==> src/rtl/game_pkg.sv <==
// rtl/game_pkg.sv - shared tile-map and collision definitions for the character scanners
// Tile codes returned by the tile-map ROM, playfield geometry and the
// collision_state bit layout shared with the motion stage.
package game_pkg;

    localparam logic [1:0] TILE_EMPTY = 2'd0;
    localparam logic [1:0] TILE_SOLID = 2'd1;
    localparam logic [1:0] TILE_FIRE  = 2'd2;
    localparam logic [1:0] TILE_WATER = 2'd3;

    localparam int SCREEN_W   = 640;
    localparam int SCREEN_H   = 480;
    localparam int MAP_COLS   = 40;
    localparam int TILE_SHIFT = 4;

    // Bit positions inside collision_state. These equal the probe side
    // index k[2:1], so the scanner can use the side index directly.
    localparam int COL_UP    = 0;
    localparam int COL_DOWN  = 1;
    localparam int COL_RIGHT = 2;
    localparam int COL_LEFT  = 3;

endpackage

==> src/rtl/tile_probe_addr.sv <==
// rtl/tile_probe_addr.sv - combinational probe point to tile-ROM address mapper
// Ports:
//   x, y  : character top-left corner in pixels
//   k     : probe index 0..7 (k[2:1] = side up/down/right/left, k[0] = second corner)
//   addr  : tile ROM address row*40 + col, 0 when the probe is off-screen
//   oob   : probe point lies outside the playfield
module tile_probe_addr
    import game_pkg::*;
#(
    parameter int CHAR_W     = 16,
    parameter int CHAR_H     = 16,
    parameter int SCR_W      = SCREEN_W,
    parameter int SCR_H      = SCREEN_H,
    parameter int T_SHIFT    = TILE_SHIFT
) (
    input  logic [9:0]  x,
    input  logic [8:0]  y,
    input  logic [2:0]  k,
    output logic [10:0] addr,
    output logic        oob
);

    logic [10:0] xe;
    logic [10:0] ye;
    logic [10:0] px;
    logic [10:0] py;
    logic [10:0] col;
    logic [10:0] row;
    logic        side_oob;

    assign xe = {1'b0, x};
    assign ye = {2'b00, y};

    always_comb begin
        px       = xe;
        py       = ye;
        side_oob = 1'b0;
        case (k[2:1])
            2'd0: begin
                px       = k[0] ? xe + 11'(CHAR_W - 1) : xe;
                py       = ye - 11'd1;
                side_oob = (y == 9'd0);
            end
            2'd1: begin
                px = k[0] ? xe + 11'(CHAR_W - 1) : xe;
                py = ye + 11'(CHAR_H);
            end
            2'd2: begin
                px = xe + 11'(CHAR_W);
                py = k[0] ? ye + 11'(CHAR_H - 1) : ye;
            end
            default: begin
                px       = xe - 11'd1;
                py       = k[0] ? ye + 11'(CHAR_H - 1) : ye;
                side_oob = (x == 10'd0);
            end
        endcase

        oob = side_oob || (px >= 11'(SCR_W)) || (py >= 11'(SCR_H));
        col = px >> T_SHIFT;
        row = py >> T_SHIFT;
        // row*40 as two shifts; only the 40-column map is supported.
        addr = oob ? 11'd0 : (row << 5) + (row << 3) + col;
    end

endmodule

==> src/rtl/collision_scan_blue.sv <==
// rtl/collision_scan_blue.sv - per-frame tile-map collision scanner for the blue character
// Ports:
//   clk, rst         : clock, synchronous active-high reset
//   start            : frame-tick pulse requesting a scan (ignored while busy)
//   cur_x, cur_y     : character top-left corner in pixels
//   rom_addr         : tile ROM address for the probe issued this cycle
//   rom_data         : tile code, valid one cycle after rom_addr
//   collision_state  : {left, right, down, up} blocked flags
//   hazard           : fire tile directly below the character
//   busy             : scan in progress
//   done             : one-cycle pulse in the cycle the new results appear
module collision_scan_blue
    import game_pkg::*;
#(
    parameter int CHAR_W = 16,
    parameter int CHAR_H = 16
) (
    input  logic        clk,
    input  logic        rst,
    input  logic        start,
    input  logic [9:0]  cur_x,
    input  logic [8:0]  cur_y,
    output logic [10:0] rom_addr,
    input  logic [1:0]  rom_data,
    output logic [3:0]  collision_state,
    output logic        hazard,
    output logic        busy,
    output logic        done
);

    localparam logic [1:0] ST_IDLE  = 2'd0;
    localparam logic [1:0] ST_ISSUE = 2'd1;
    localparam logic [1:0] ST_DRAIN = 2'd2;
    localparam logic [1:0] ST_DONE  = 2'd3;

    logic [1:0]  state_q;
    logic [2:0]  k_q;
    logic [9:0]  x_q;
    logic [8:0]  y_q;

    // One-cycle delayed copy of the issued probe, aligned with rom_data.
    logic        pvalid_q;
    logic [1:0]  pside_q;
    logic        poob_q;

    logic [3:0]  shadow_q;
    logic [3:0]  shadow_d;
    logic        haz_sh_q;
    logic        haz_sh_d;
    logic [3:0]  collision_q;
    logic        hazard_q;

    logic [10:0] probe_addr;
    logic        probe_oob;
    logic        blocked;
    logic        fire;

    tile_probe_addr #(
        .CHAR_W (CHAR_W),
        .CHAR_H (CHAR_H)
    ) u_probe (
        .x    (x_q),
        .y    (y_q),
        .k    (k_q),
        .addr (probe_addr),
        .oob  (probe_oob)
    );

    assign rom_addr = (state_q == ST_ISSUE) ? probe_addr : 11'd0;

    always_comb begin
        // Off-screen probes read address 0; their data is overridden to SOLID.
        blocked  = pvalid_q && (poob_q || (rom_data == TILE_SOLID));
        fire     = pvalid_q && !poob_q && (rom_data == TILE_FIRE) && (pside_q == 2'(COL_DOWN));
        shadow_d = shadow_q;
        if (blocked) begin
            shadow_d[pside_q] = 1'b1;
        end
        haz_sh_d = haz_sh_q || fire;
    end

    always_ff @(posedge clk) begin
        if (rst) begin
            state_q     <= ST_IDLE;
            k_q         <= 3'd0;
            x_q         <= 10'd0;
            y_q         <= 9'd0;
            pvalid_q    <= 1'b0;
            pside_q     <= 2'd0;
            poob_q      <= 1'b0;
            shadow_q    <= 4'd0;
            haz_sh_q    <= 1'b0;
            collision_q <= 4'b0010;
            hazard_q    <= 1'b0;
        end else begin
            pvalid_q <= (state_q == ST_ISSUE);
            pside_q  <= k_q[2:1];
            poob_q   <= probe_oob;
            shadow_q <= shadow_d;
            haz_sh_q <= haz_sh_d;
            case (state_q)
                ST_IDLE: begin
                    if (start) begin
                        x_q      <= cur_x;
                        y_q      <= cur_y;
                        k_q      <= 3'd0;
                        shadow_q <= 4'd0;
                        haz_sh_q <= 1'b0;
                        state_q  <= ST_ISSUE;
                    end
                end
                ST_ISSUE: begin
                    k_q <= k_q + 3'd1;
                    if (k_q == 3'd7) begin
                        state_q <= ST_DRAIN;
                    end
                end
                ST_DRAIN: begin
                    // Last probe's data is on rom_data now; publish the full scan.
                    collision_q <= shadow_d;
                    hazard_q    <= haz_sh_d;
                    state_q     <= ST_DONE;
                end
                default: begin
                    state_q <= ST_IDLE;
                end
            endcase
        end
    end

    assign collision_state = collision_q;
    assign hazard          = hazard_q;
    assign busy            = (state_q != ST_IDLE);
    assign done            = (state_q == ST_DONE);

endmodule

==> config.mk <==
export PLATFORM = sky130hd
export DESIGN_NAME = collision_scan_blue
export DESIGN_NICKNAME = d
export VERILOG_FILES = /design/src/rtl/game_pkg.sv /design/src/rtl/tile_probe_addr.sv /design/src/rtl/collision_scan_blue.sv
export SDC_FILE = /design/constraint.sdc
export NUM_CORES = 1
export LEC_CHECK = 0
export BUFFER_PORTS_ARGS = -buffer_cell sky130_fd_sc_hd__buf_2
export CAP_MARGIN = 10
export CORE_ASPECT_RATIO = 1.5
export CORE_MARGIN = 3
export CORE_UTILIZATION = 60
export CTS_CLUSTER_DIAMETER = 40
export DETAILED_ROUTE_END_ITERATION = 10
export HOLD_SLACK_MARGIN = 0.06
export PLACE_DENSITY = 0.83
export REMOVE_ABC_BUFFERS = 1
export SLEW_MARGIN = 20
export SYNTH_ARGS = -nofsm -noshare
export SYNTH_HDL_FRONTEND = slang
export SYNTH_HIERARCHICAL = 1
export SYNTH_SLANG_ARGS = --single-unit
==> constraint.sdc <==
create_clock -name clk -period 8.8 [get_ports clk]
set_input_delay 0.44 -clock clk [delete_from_list [all_inputs] [get_ports clk]]
set_output_delay 0.44 -clock clk [all_outputs]
set_load 0.02 [all_outputs]
==> results.md, run 1 <==
* Status: completed
* Maximum number of pins on one net before global-route repair at 36
* Width of the die at ~63 um
* Initial detailed-routing violation count at 99
* Cell Rows at 30
* Count of fill cells added during filler insertion at around 420
* Area leader, netlist: sky130_fd_sc_hd__dfxtp_1
* # DRC at 0
* Sequential fraction of the synthesis area at roughly a quarter
* Proportion of netlist area held by the largest area contributor at about a quarter
* Number of port buffers at 41
* Footprint of the flip-flops and latches at 761 um2
* Count of endpoints failing hold in the final timing report at 0
* Biggest fanout along the worst timing path at 23
* HPWL after detailed placement at roughly 4700 um
* Total power draw at between 900 and 1000 uW
* Final count of negative-setup-slack endpoints at 0
* Setup crit start kind: flip-flop
* Data arrival at the endpoint of the critical path at between 4 and 5 ns
* Clock tree from TritonCTS: yes
* Maximum buffer depth of the clock tree at 2
* Clock input transition at the sequential cells of the worst setup and hold paths at 0.08 ns
* Period minus WS final at 4.48 ns
* Overall Global Routing Usage at a little over a fifth
* Via count of the first global-routing pass at between 2000 and 2500
* Total number of yosys warnings at 6
* Fin nets at 443
* Clock tree root buffer cell: sky130_fd_sc_hd__clkbuf_8
* Maximum clock frequency at between 0.2 and 0.25 GHz
* Category of the worst setup path capture point: primary output
* Overall routed net length at slightly above 6000 um
* Max-slew violation count at 0
* Quantity of hold-fixing buffers added after cts at 0
* Initial core utilization at 63.8%
* Multi-input gate area at 1970 um2
* Post CTS Setup Buffer Count at 0
* Cells resized by post-CTS repair at 0
* Non-filler instance count after layout at ~460
* Share of cells above drive strength 1 at roughly a fifth
* Area of the core region at approximately 4700 um2
* Via count at between 2000 and 3000
* Most used flip-flop cell after synthesis: sky130_fd_sc_hd__dfxtp_1
* Antenna cell count at 0
* Synthesized area divided by synthesized cell count at ~8 um2
* Number of flops mapped to enable cells by yosys at 0
* Maximum Capacitance Violations at 0
* Skew-Pair Late Insertion Delay at between 0.2 and 0.3 ns
* Inserted Clock Buffers at 5
* P per Cell Area at slightly above 300 nW/um2
* Area delta synth->final at 8.35%
* Count leader, synth: sky130_fd_sc_hd__nand2_1
* Post-Route Setup TNS at 0 ns
* ANT nets after route at 0
* Antenna violations before repair at 0
* Placed Area at approximately 3100 um2
* Wire length of the first global-routing pass at between 10000 and 15000 um
* Number of storage elements in the synthesis netlist at 38
* Mapped Area at a little under 3000 um2
* Worst hold-check path type: in -> reg
* RSZ-0062 raised after global routing: false
* Top cells by instance count after synthesis: sky130_fd_sc_hd__nand2_1 (49), sky130_fd_sc_hd__dfxtp_1 (38), sky130_fd_sc_hd__a21oi_1 (34), sky130_fd_sc_hd__inv_1 (26), sky130_fd_sc_hd__ha_1 (23)
* Ports at 42
* Synthesized instance count at about 370
* Largest cells by area after synthesis: sky130_fd_sc_hd__dfxtp_1 (26%), sky130_fd_sc_hd__ha_1 (9.7%), sky130_fd_sc_hd__nand2_1 (6.2%)
* Vias per cell at ~5.8
* Cell area after layout at between 3000 and 4000 um2
* Asr flop ratio synth at 0%
* Distinct cell type count of the synthesized netlist at 73
* Share of the cycle needed by the critical path after routing at roughly 51%
* Post-layout util at 69.1%
* Sink count of the clock tree at 38
* Final weighted congestion in routability-driven placement at between 0.8 and 0.9
* Total congestion overflow at 0
* Detail-routed net length per standard cell at 13.4 um
* Final setup skew at 0.00635 ns
* Worst voltage drop across the vdd grid at 152 uV
* Slew at the pin closest to its max-slew limit at ~0.73 ns
* Htree depth at 2
* Static Leakage at approximately 0.0013 uW
* First-pass detailed-route iteration total at 6
* Number of instances in the placed design at between 400 and 500
* Classification of the worst setup path: reg -> out
* Die extent in y at a little over 90 um
* Worst Path Required at approximately 8.4 ns
* Die ar. at ~5800 um2
* Worst slew margin relative to its limit at about half
## report_power, final
group / switching [uW] / internal, uW / leakage, uW
Clock: 65.9 / 63.0 / 0.0000472
Sequential: 45.5 / 204 / 0.000310
Combinational: 341 / 264 / 0.000967
## cell families after synthesis
kind of cell | after synthesis | synth area share (%)
adders and majority gates | 26 | 11.7
and+or+nand+nor | 152 | 29.0
buffers and inverters | 49 | 8.14
muxes | 5 | 1.73
AOI/OAI and AO/OA | 86 | 20.6
DFF | 38 | 25.6
xor gates and xnor gates | 10 | 3.20
## flip-flops by register name, indices dropped and copies added (netlist names)
name / count
pside_q: 2
pvalid_q: 1
y_q: 9
x_q: 10
collision_state: 4
shadow_q: 4
haz_sh_q: 1
state_q: 2
hazard: 1
poob_q: 1
k_q: 3
## cell usage in the layout, fill, tap and decap left out, types with 3 or more instances in the layout
master                      synthesis  final
sky130_fd_sc_hd__or4_1              4      4
sky130_fd_sc_hd__a211oi_1           4      4
sky130_fd_sc_hd__nor2b_1           12     12
sky130_fd_sc_hd__fa_1               3      3
sky130_fd_sc_hd__o21a_1             4      4
sky130_fd_sc_hd__nand2b_1           3      3
sky130_fd_sc_hd__buf_2              6     41
sky130_fd_sc_hd__and2_1            13     13
sky130_fd_sc_hd__clkbuf_8           3      6
sky130_fd_sc_hd__nand3_1            7      7
sky130_fd_sc_hd__xnor2_1            6      6
sky130_fd_sc_hd__a311oi_1           3      3
sky130_fd_sc_hd__a31oi_1            6      6
sky130_fd_sc_hd__or2_2              3      3
sky130_fd_sc_hd__nor2_1            16     16
sky130_fd_sc_hd__nor3_1            16     16
sky130_fd_sc_hd__dfxtp_1           38     38
sky130_fd_sc_hd__o2111ai_1          3      3
sky130_fd_sc_hd__a32oi_1            3      3
sky130_fd_sc_hd__nand2_1           49     49
sky130_fd_sc_hd__ha_1              23     23
sky130_fd_sc_hd__inv_1             26     26
sky130_fd_sc_hd__xor2_1             3      3
sky130_fd_sc_hd__mux2i_1            4      4
sky130_fd_sc_hd__nor4bb_1           3      3
sky130_fd_sc_hd__o21ai_0            7      7
sky130_fd_sc_hd__a21oi_1           34     34
## metrics by stage
step / worst slack, ns / hold slack [ns]
2_1_floorplan: 4.80 / 0.424
3_3_place_gp: 4.75 / 0.437
3_5_place_dp: 4.66 / 0.437
4_1_cts: 4.34 / 0.373
5_1_grt: 4.02 / 0.373
6_report: 4.32 / 0.374
## metal layers
metal | track usage, % | vias to the layer above | routed length, um
met1 | 22.3 | 1219 | 2390
met4 | 9.19 | 0 | 106
met5 | 0 | - | 0
li1 | - | 1348 | -
met2 | 40.4 | 73 | 3410
met3 | 4.41 | 11 | 253
## path summary, 6_finish.rpt
| kind | start | endpoint | slack [ns] | cells past startpoint |
|---|---|---|---|---|
| setup / recovery | k_q[1] | rom_addr[10] | 4.32 | 14 |
| hold reg to reg | shadow_q[1] | shadow_q[1] | 0.45 | 2 |
| setup reg to reg | k_q[1] | poob_q | 6.14 | 7 |
| hold / removal | cur_x[2] | x_q[2] | 0.37 | 3 |
## critical path: stages (launching register included)
cell and delay (ns):
sky130_fd_sc_hd__dfxtp_1 0.80, sky130_fd_sc_hd__inv_1 0.22, sky130_fd_sc_hd__a22o_1 0.29, sky130_fd_sc_hd__a22oi_2 0.20, sky130_fd_sc_hd__xor2_2 0.22, sky130_fd_sc_hd__fa_1 0.46
sky130_fd_sc_hd__fa_1 0.45, sky130_fd_sc_hd__nor2b_1 0.21, sky130_fd_sc_hd__o31a_1 0.22, sky130_fd_sc_hd__o21ai_0 0.09, sky130_fd_sc_hd__nand2b_1 0.09, sky130_fd_sc_hd__xnor2_1 0.11
sky130_fd_sc_hd__nor3_1 0.05, sky130_fd_sc_hd__and2_1 0.17, sky130_fd_sc_hd__buf_2 0.15
## cell type report
cell class / count / area share, %
clock buffers: 6 / 2.57
clock inverters: 2 / 0.389
inverters: 27 / 3.15
multi-input cells: 279 / 61.1
flip-flops and latches: 38 / 23.7
well taps: 64 / 2.49
repair buffers: 42 / 6.61
Power figures use the tool's default switching activity.
==> run 2: changes to the inputs <==
CORE_UTILIZATION = 52   (was 60)
PLACE_DENSITY = 0.76   (was 0.83)
clock period = 4.1 ns   (was 8.8 ns; I/O delays follow)
==> run 2 against run 1 <==
  * Sequential share of layout area down 1.3 points
  * Total power up 130%
  * Clock-buffer cell count unchanged
  * Critical endpoint unchanged
  * Highest routed layer unchanged
==> results.md, run 2 (synthesis gave the netlist of run 1 again) <==
* Status: completed
* Via count of the first global-routing pass at roughly 2500
* Area of the core region at ~5500 um2
* Classification of the worst setup path: reg -> out
* Sink count of the clock tree at 38
* Final worst setup slack at 0.126 ns
* Clock input transition at the sequential cells of the worst setup and hold paths at around 0.070 ns
* ANT nets after route at 0
* Die extent in y at a little under 100 um
* Maximum number of pins on one net before global-route repair at 36
* P per Cell Area at 664 nW/um2
* Final count of negative-setup-slack endpoints at 0
* Maximum Capacitance Violations at 0
* Antenna violations before repair at 0
* Share of the cycle needed by the critical path after routing at 96.9%
* Wire length of the first global-routing pass at between 10000 and 15000 um
* Worst voltage drop across the vdd grid at between 200 and 300 uV
* Number of instances in the placed design at about 460
* Period minus WS final at a little under 4 ns
* Initial detailed-routing violation count at 114
* Final weighted congestion in routability-driven placement at ~0.95
* Final setup skew at between 0.007 and 0.008 ns
* HPWL after detailed placement at about 4900 um
* Flip-flop count of the largest register, all copies and words added at 10
* Total congestion overflow at 0
* Quantity of hold-fixing buffers added after cts at 0
* Width of the die at 67.7 um
* Antenna cell count at 0
* Skew-Pair Late Insertion Delay at between 0.2 and 0.3 ns
* Ports at 42
* # DRC at 0
* Largest registers: x_q: 10 flops, y_q: 9 flops
* Slew at the pin closest to its max-slew limit at about 0.66 ns
* Vias per cell at between 5 and 6
* Overall Global Routing Usage at between 20% and 30%
* Post-Route Setup TNS at 0 ns
* Worst hold-check path type: in -> reg
* Via count at 2689
* Inserted Clock Buffers at 5
* Worst slew margin relative to its limit at 56.0%
* Maximum buffer depth of the clock tree at 2
* Clock tree root buffer cell: sky130_fd_sc_hd__clkbuf_8
* Worst-case register-to-register setup slack at roughly 1.5 ns
* Commonest non-fill, non-tap cells in the layout: sky130_fd_sc_hd__nand2_1 (49), sky130_fd_sc_hd__buf_2 (40), sky130_fd_sc_hd__a21oi_1 (32)
* Total power draw at roughly 2300 uW
* Category of the worst setup path capture point: primary output
* Number of port buffers at 41
* Data arrival at the endpoint of the critical path at approximately 3.8 ns
* R2r worst-path depth at 11
* Fin nets at ~460
* Maximum clock frequency at 0.252 GHz
* Count of endpoints failing hold in the final timing report at 0
* Biggest fanout along the worst timing path at 5
* Overall routed net length at ~6700 um
* Clock tree from TritonCTS: yes
* Share of cells above drive strength 1 at 27.6%
* Initial core utilization at 54.0%
* Cell Rows at 33
* Worst slack at placement at 0.221 ns
* Non-filler instance count after layout at about 480
* First-pass detailed-route iteration total at 6
* Setup crit start kind: flip-flop
* Htree depth at 2
* Depth of the worst hold-timing path at 3
* Die ar. at between 6000 and 7000 um2
* Area delta synth->final at 16.1%
* Register name with the most flops: x_q
* Most frequent standard cell in the layout excluding fill and tap cells: sky130_fd_sc_hd__nand2_1
* RSZ-0062 raised after global routing: true
* Worst Path Required at slightly below 4 ns
* Max-slew violation count at 0
* Detail-routed net length per standard cell at ~14 um
* Static Leakage at about 0.0014 uW
==> run 2: routing by layer <==
layer	vias to the layer above	part of all wire, %	routed length, um	global-route usage [%]
met4	0	2.8	186	8.13
met5	-	0	0	0
li1	1380	-	-	-
met2	55	54	3610	35.9
met1	1241	40	2710	24.1
met3	13	3.5	238	3.65
==> run 2: path summary, 6_finish.rpt <==
check                                  from      endpoint
worst max-delay path                 x_q[0]  rom_addr[10]
worst min-delay path               cur_x[0]        x_q[0]
worst max register to register       y_q[0]        poob_q
worst min register to register  shadow_q[1]   shadow_q[1]
==> run 2: timing repair <==
item,4_1_cts,5_1_grt
endpoints found under the hold margin,0,0
gates resized for setup,3,32
setup buffers,3,4
setup endpoints to repair,1,3
pin swaps,2,8
==> run 2: cell type report <==
cell class | count | area (um2)
well taps | 70 | 87.6
inverters | 27 | 101
multi-input cells | 279 | 2080
fillers | 485 | 2040
repair buffers | 56 | 320
flip-flops and latches | 38 | 772
clock buffers | 6 | 82.6
==> run 2: critical path, cell delays in order, from the launching register on <==
cell and delay (ns):
sky130_fd_sc_hd__dfxtp_2 0.34, sky130_fd_sc_hd__inv_1 0.06, sky130_fd_sc_hd__ha_2 0.18, sky130_fd_sc_hd__or3b_4 0.42
sky130_fd_sc_hd__a211oi_2 0.25, sky130_fd_sc_hd__nor3_1 0.09, sky130_fd_sc_hd__or2_2 0.33, sky130_fd_sc_hd__ha_4 0.27
sky130_fd_sc_hd__ha_2 0.16, sky130_fd_sc_hd__inv_1 0.05, sky130_fd_sc_hd__fa_2 0.36, sky130_fd_sc_hd__nor2b_4 0.14
sky130_fd_sc_hd__o31a_1 0.15, sky130_fd_sc_hd__o21ai_1 0.08, sky130_fd_sc_hd__nand2b_1 0.09, sky130_fd_sc_hd__xnor2_1 0.07
sky130_fd_sc_hd__nor3_1 0.17, sky130_fd_sc_hd__and2_1 0.14, sky130_fd_sc_hd__buf_4 0.14
==> run 2: where the power goes <==
group	switching, uW	leakage (uW)	internal (uW)
Combinational	791	0.00106	705
Sequential	97.8	0.000314	442
Clock	123	0.0000431	130
Total	1010	0.00141	1280
==> run 2: through the flow <==
| stage | hold WS [ns] | utilization (%) | area (um2) |
|---|---|---|---|
| finish | 0.142 | 62.8 | 3450 |
| global route | 0.136 | 62.8 | 3450 |
| CTS | 0.140 | 60.0 | 3300 |
| detailed placement | 0.448 | 57.9 | 3180 |
| global placement | 0.435 | 57.9 | 3180 |
| floorplan | 0.274 | - | 2830 |
==> run 3: changes to the inputs <==
ABC_AREA = 1   (was not set)
CORE_UTILIZATION = 53   (was 52)
PLACE_DENSITY = 0.77   (was 0.76)
==> run 3 against run 2 <==
  * Non-clock buffer count down 14
  * Cell area up 0.62%
  * Flip-flop and latch count unchanged
  * Global-route usage up 0.60 points
  * First-iteration DRC count up 48%
  * Core utilization down 0.55 points
  * Final cell count up 26%
  * Fmax up 6.0%
  * Die area up 2.3%
  * Sequential share of layout area down 0.35 points
  * Via count up 14%
  * Hold slack better by 0.0080 ns
  * Largest cell class unchanged
==> results.md, run 3 <==
* Via count of the first global-routing pass at roughly 2900
* Share of cells above drive strength 1 at about 18%
* Number of buffer and inverter stages on the critical path at 7
* Sequential fraction of the synthesis area at about a quarter
* Flip-flop count of the largest register, all copies and words added at 10
* Cell Rows at 33
* Via count at a little over 3000
* Largest registers: x_q: 10 flops, y_q: 9 flops
* ANT nets after route at 0
* Cell class contributing the biggest share of worst-path delay: adder cells
* Max-slew violation count at 0
* Highest-delay cell along the critical path: sky130_fd_sc_hd__fa_1
* Top cells by instance count after synthesis: sky130_fd_sc_hd__nor2_1 (82), sky130_fd_sc_hd__inv_1 (80), sky130_fd_sc_hd__nand2_1 (79), sky130_fd_sc_hd__nand3_1 (47), sky130_fd_sc_hd__dfxtp_1 (38)
* Detail-routed net length per standard cell at 11.5 um
* Clock tree root buffer cell: sky130_fd_sc_hd__clkbuf_8
* Area delta synth->final at 11.9%
* Skew-Pair Late Insertion Delay at ~0.29 ns
* Area leader, netlist: sky130_fd_sc_hd__dfxtp_1
* Overall Global Routing Usage at between 20% and 30%
* Number of port buffers at between 40 and 50
* Width of the die at roughly 70 um
* Commonest non-fill, non-tap cells in the layout: sky130_fd_sc_hd__nor2_1 (82), sky130_fd_sc_hd__inv_1 (80), sky130_fd_sc_hd__nand2_1 (79)
* Total congestion overflow at 0
* Setup crit start kind: flip-flop
* Quantity of hold-fixing buffers added after cts at 0
* Maximum buffer depth of the clock tree at 2
* HPWL after detailed placement at roughly 5400 um
* Ports at 42
* Area of the core region at 5570 um2
* Post-Route Setup TNS at 0 ns
* Data arrival at the endpoint of the critical path at ~3.5 ns
* Mapped Area at around 3100 um2
* Worst-case register-to-register setup slack at approximately 2.1 ns
* Maximum number of pins on one net before global-route repair at 22
* Die extent in y at around 100 um
* Most used flip-flop cell after synthesis: sky130_fd_sc_hd__dfxtp_1
* # DRC at 0
* Overall routed net length at 6850 um
* Clock input transition at the sequential cells of the worst setup and hold paths at roughly 0.080 ns
* Htree depth at 2
* First-pass detailed-route iteration total at 4
* RSZ-0062 raised after global routing: false
* Proportion of netlist area held by the largest area contributor at ~25%
* Synthesized area divided by synthesized cell count at between 6 and 7 um2
* Total number of yosys warnings at 6
* Static Leakage at between 0.0015 and 0.002 uW
* Post-layout util at between 60 and 70%
* Largest cells by area after synthesis: sky130_fd_sc_hd__dfxtp_1 (25%), sky130_fd_sc_hd__nor2_1 (9.9%), sky130_fd_sc_hd__inv_1 (9.7%)
* Register name with the most flops: x_q
* Count of endpoints failing hold in the final timing report at 0
* Distinct cell type count of the synthesized netlist at 31
* Largest stage delay on the critical path at 0.53 ns
* Crit-path cells: inv_1 > ha_2 > nand2_4 > nand2_1 > nor2_1 > inv_1 > a31oi_2 > inv_1 > fa_1 > fa_2 > inv_1 > nand4_1 > nand3_1 > xnor2_1 > xor2_1 > inv_1 > nor2_1 > nand2_1 > inv_1 > buf_2
* P per Cell Area at around 750 nW/um2
* Number of flops mapped to enable cells by yosys at 0
* Met2 track demand over resource in global routing at between 30% and 40%
* Fin nets at 577
* Die ar. at 6820 um2
* Count leader, synth: sky130_fd_sc_hd__nor2_1
* Status: completed
* Period minus WS final at roughly 3.7 ns
* Worst slew margin relative to its limit at around 60%
* Final count of negative-setup-slack endpoints at 0
* Antenna violations before repair at 0
* Sink count of the clock tree at 38
* Number of storage elements in the synthesis netlist at 38
* Final weighted congestion in routability-driven placement at slightly below 0.9
* Worst Path Required at 3.89 ns
* Initial detailed-routing violation count at between 150 and 200
* Maximum clock frequency at ~0.27 GHz
* Final setup skew at 0.00592 ns
* Most frequent standard cell in the layout excluding fill and tap cells: sky130_fd_sc_hd__nor2_1
* Asr flop ratio synth at 0%
* Slew at the pin closest to its max-slew limit at between 0.6 and 0.7 ns
* Highest-utilization routing layer at the global route stage: met2
* GR Layer Usage met3 at 2.26%
* Biggest fanout along the worst timing path at 8
* Antenna cell count at 0
* Inserted Clock Buffers at 5
* Clock tree from TritonCTS: yes
* Initial core utilization at approximately 56%
* Most used cell, CP: sky130_fd_sc_hd__inv_1
* Category of the worst setup path capture point: primary output
* Worst hold-check path type: in -> reg
* Synthesized instance count at between 400 and 500
* Worst voltage drop across the vdd grid at roughly 550 uV
* Wire length of the first global-routing pass at approximately 12000 um
* Classification of the worst setup path: reg -> out
* Met1 usage at a little under a quarter
* Vias per cell at 5.13
* Share of the cycle needed by the critical path after routing at between 90% and 100%
* Maximum Capacitance Violations at 0
==> run 3: cell count changes in the layout (fill, tap and decap cells not counted), moves of 12 or more <==
cell,previous run,this run
sky130_fd_sc_hd__nor2_2,0,20
sky130_fd_sc_hd__and2_1,13,0
sky130_fd_sc_hd__nor2_1,16,82
sky130_fd_sc_hd__nand2_1,49,79
sky130_fd_sc_hd__buf_4,16,1
sky130_fd_sc_hd__inv_1,25,80
sky130_fd_sc_hd__o21ai_1,2,23
sky130_fd_sc_hd__a21oi_1,32,20
sky130_fd_sc_hd__nand3_1,6,47
==> run 3: final cells by class <==
type	instances	area (um2)
clock inverter	2	60.1
fill	551	2110
clock buffer	6	82.6
tap	70	87.6
multi-input combinational	355	1940
sequential	38	764
timing repair buffer	42	213
inverter	85	324
==> run 3: kinds of logic after synthesis <==
| family | share of synthesized area, % |
|---|---|
| buffers and inverters | 13.5 |
| XOR/XNOR | 2.26 |
| flip-flops | 24.5 |
| AND/OR/NAND/NOR | 37.8 |
| adder cells (fa/ha/maj) | 11.2 |
| AO/OA/AOI/OAI | 10.7 |
==> run 3: worst min-delay path, delay by kind of cell <==
| kind | cells | cell delay [ns] |
|---|---|---|
| simple gates | 1 | 0.07 |
| buf+inv | 1 | 0.07 |
| compound gates | 1 | 0.05 |
==> run 3: what timing repair did <==
action | 4_1_cts | 5_1_grt
gates resized for setup | 0 | 7
buffers inserted | 0 | 0
endpoints found under the setup margin | 0 | 2
hold endpoints to repair | 0 | 0
==> run 3: routing by layer <==
metal | vias up | wire length [um]
li1 | 1614 | -
met1 | 1371 | 2790
met2 | 73 | 3660
met3 | 11 | 259
met4 | 0 | 144
met5 | - | 0
==> run 3: through the flow <==
step	setup WS (ns)	area, um2	hold WS [ns]	cells	power, uW
after floorplan	0.864	3010	0.274	478	1850
after global placement	0.665	3310	0.442	590	2160
after detailed placement	0.510	3310	0.448	590	2190
after CTS	0.194	3450	0.150	598	2590
after global routing	0.0495	3470	0.160	598	2880
final	0.350	3470	0.150	598	2590
==> run 3: final timing paths <==
check        startpoint            to  depth (start not counted)
max              y_q[0]  rom_addr[10]                         20
min            cur_y[6]        y_q[6]                          3
max reg2reg      x_q[5]        poob_q                         11
min reg2reg    haz_sh_q      haz_sh_q                          2
==> run 3: report_power, final <==
| group | total [uW] | switching [uW] | leakage [uW] | internal [uW] |
|---|---|---|---|---|
| sequential | 588 | 128 | 0.000313 | 460 |
| combinational | 1610 | 1010 | 0.00144 | 599 |
| clock | 392 | 133 | 0.0000714 | 260 |
| total | 2590 | 1280 | 0.00182 | 1320 |
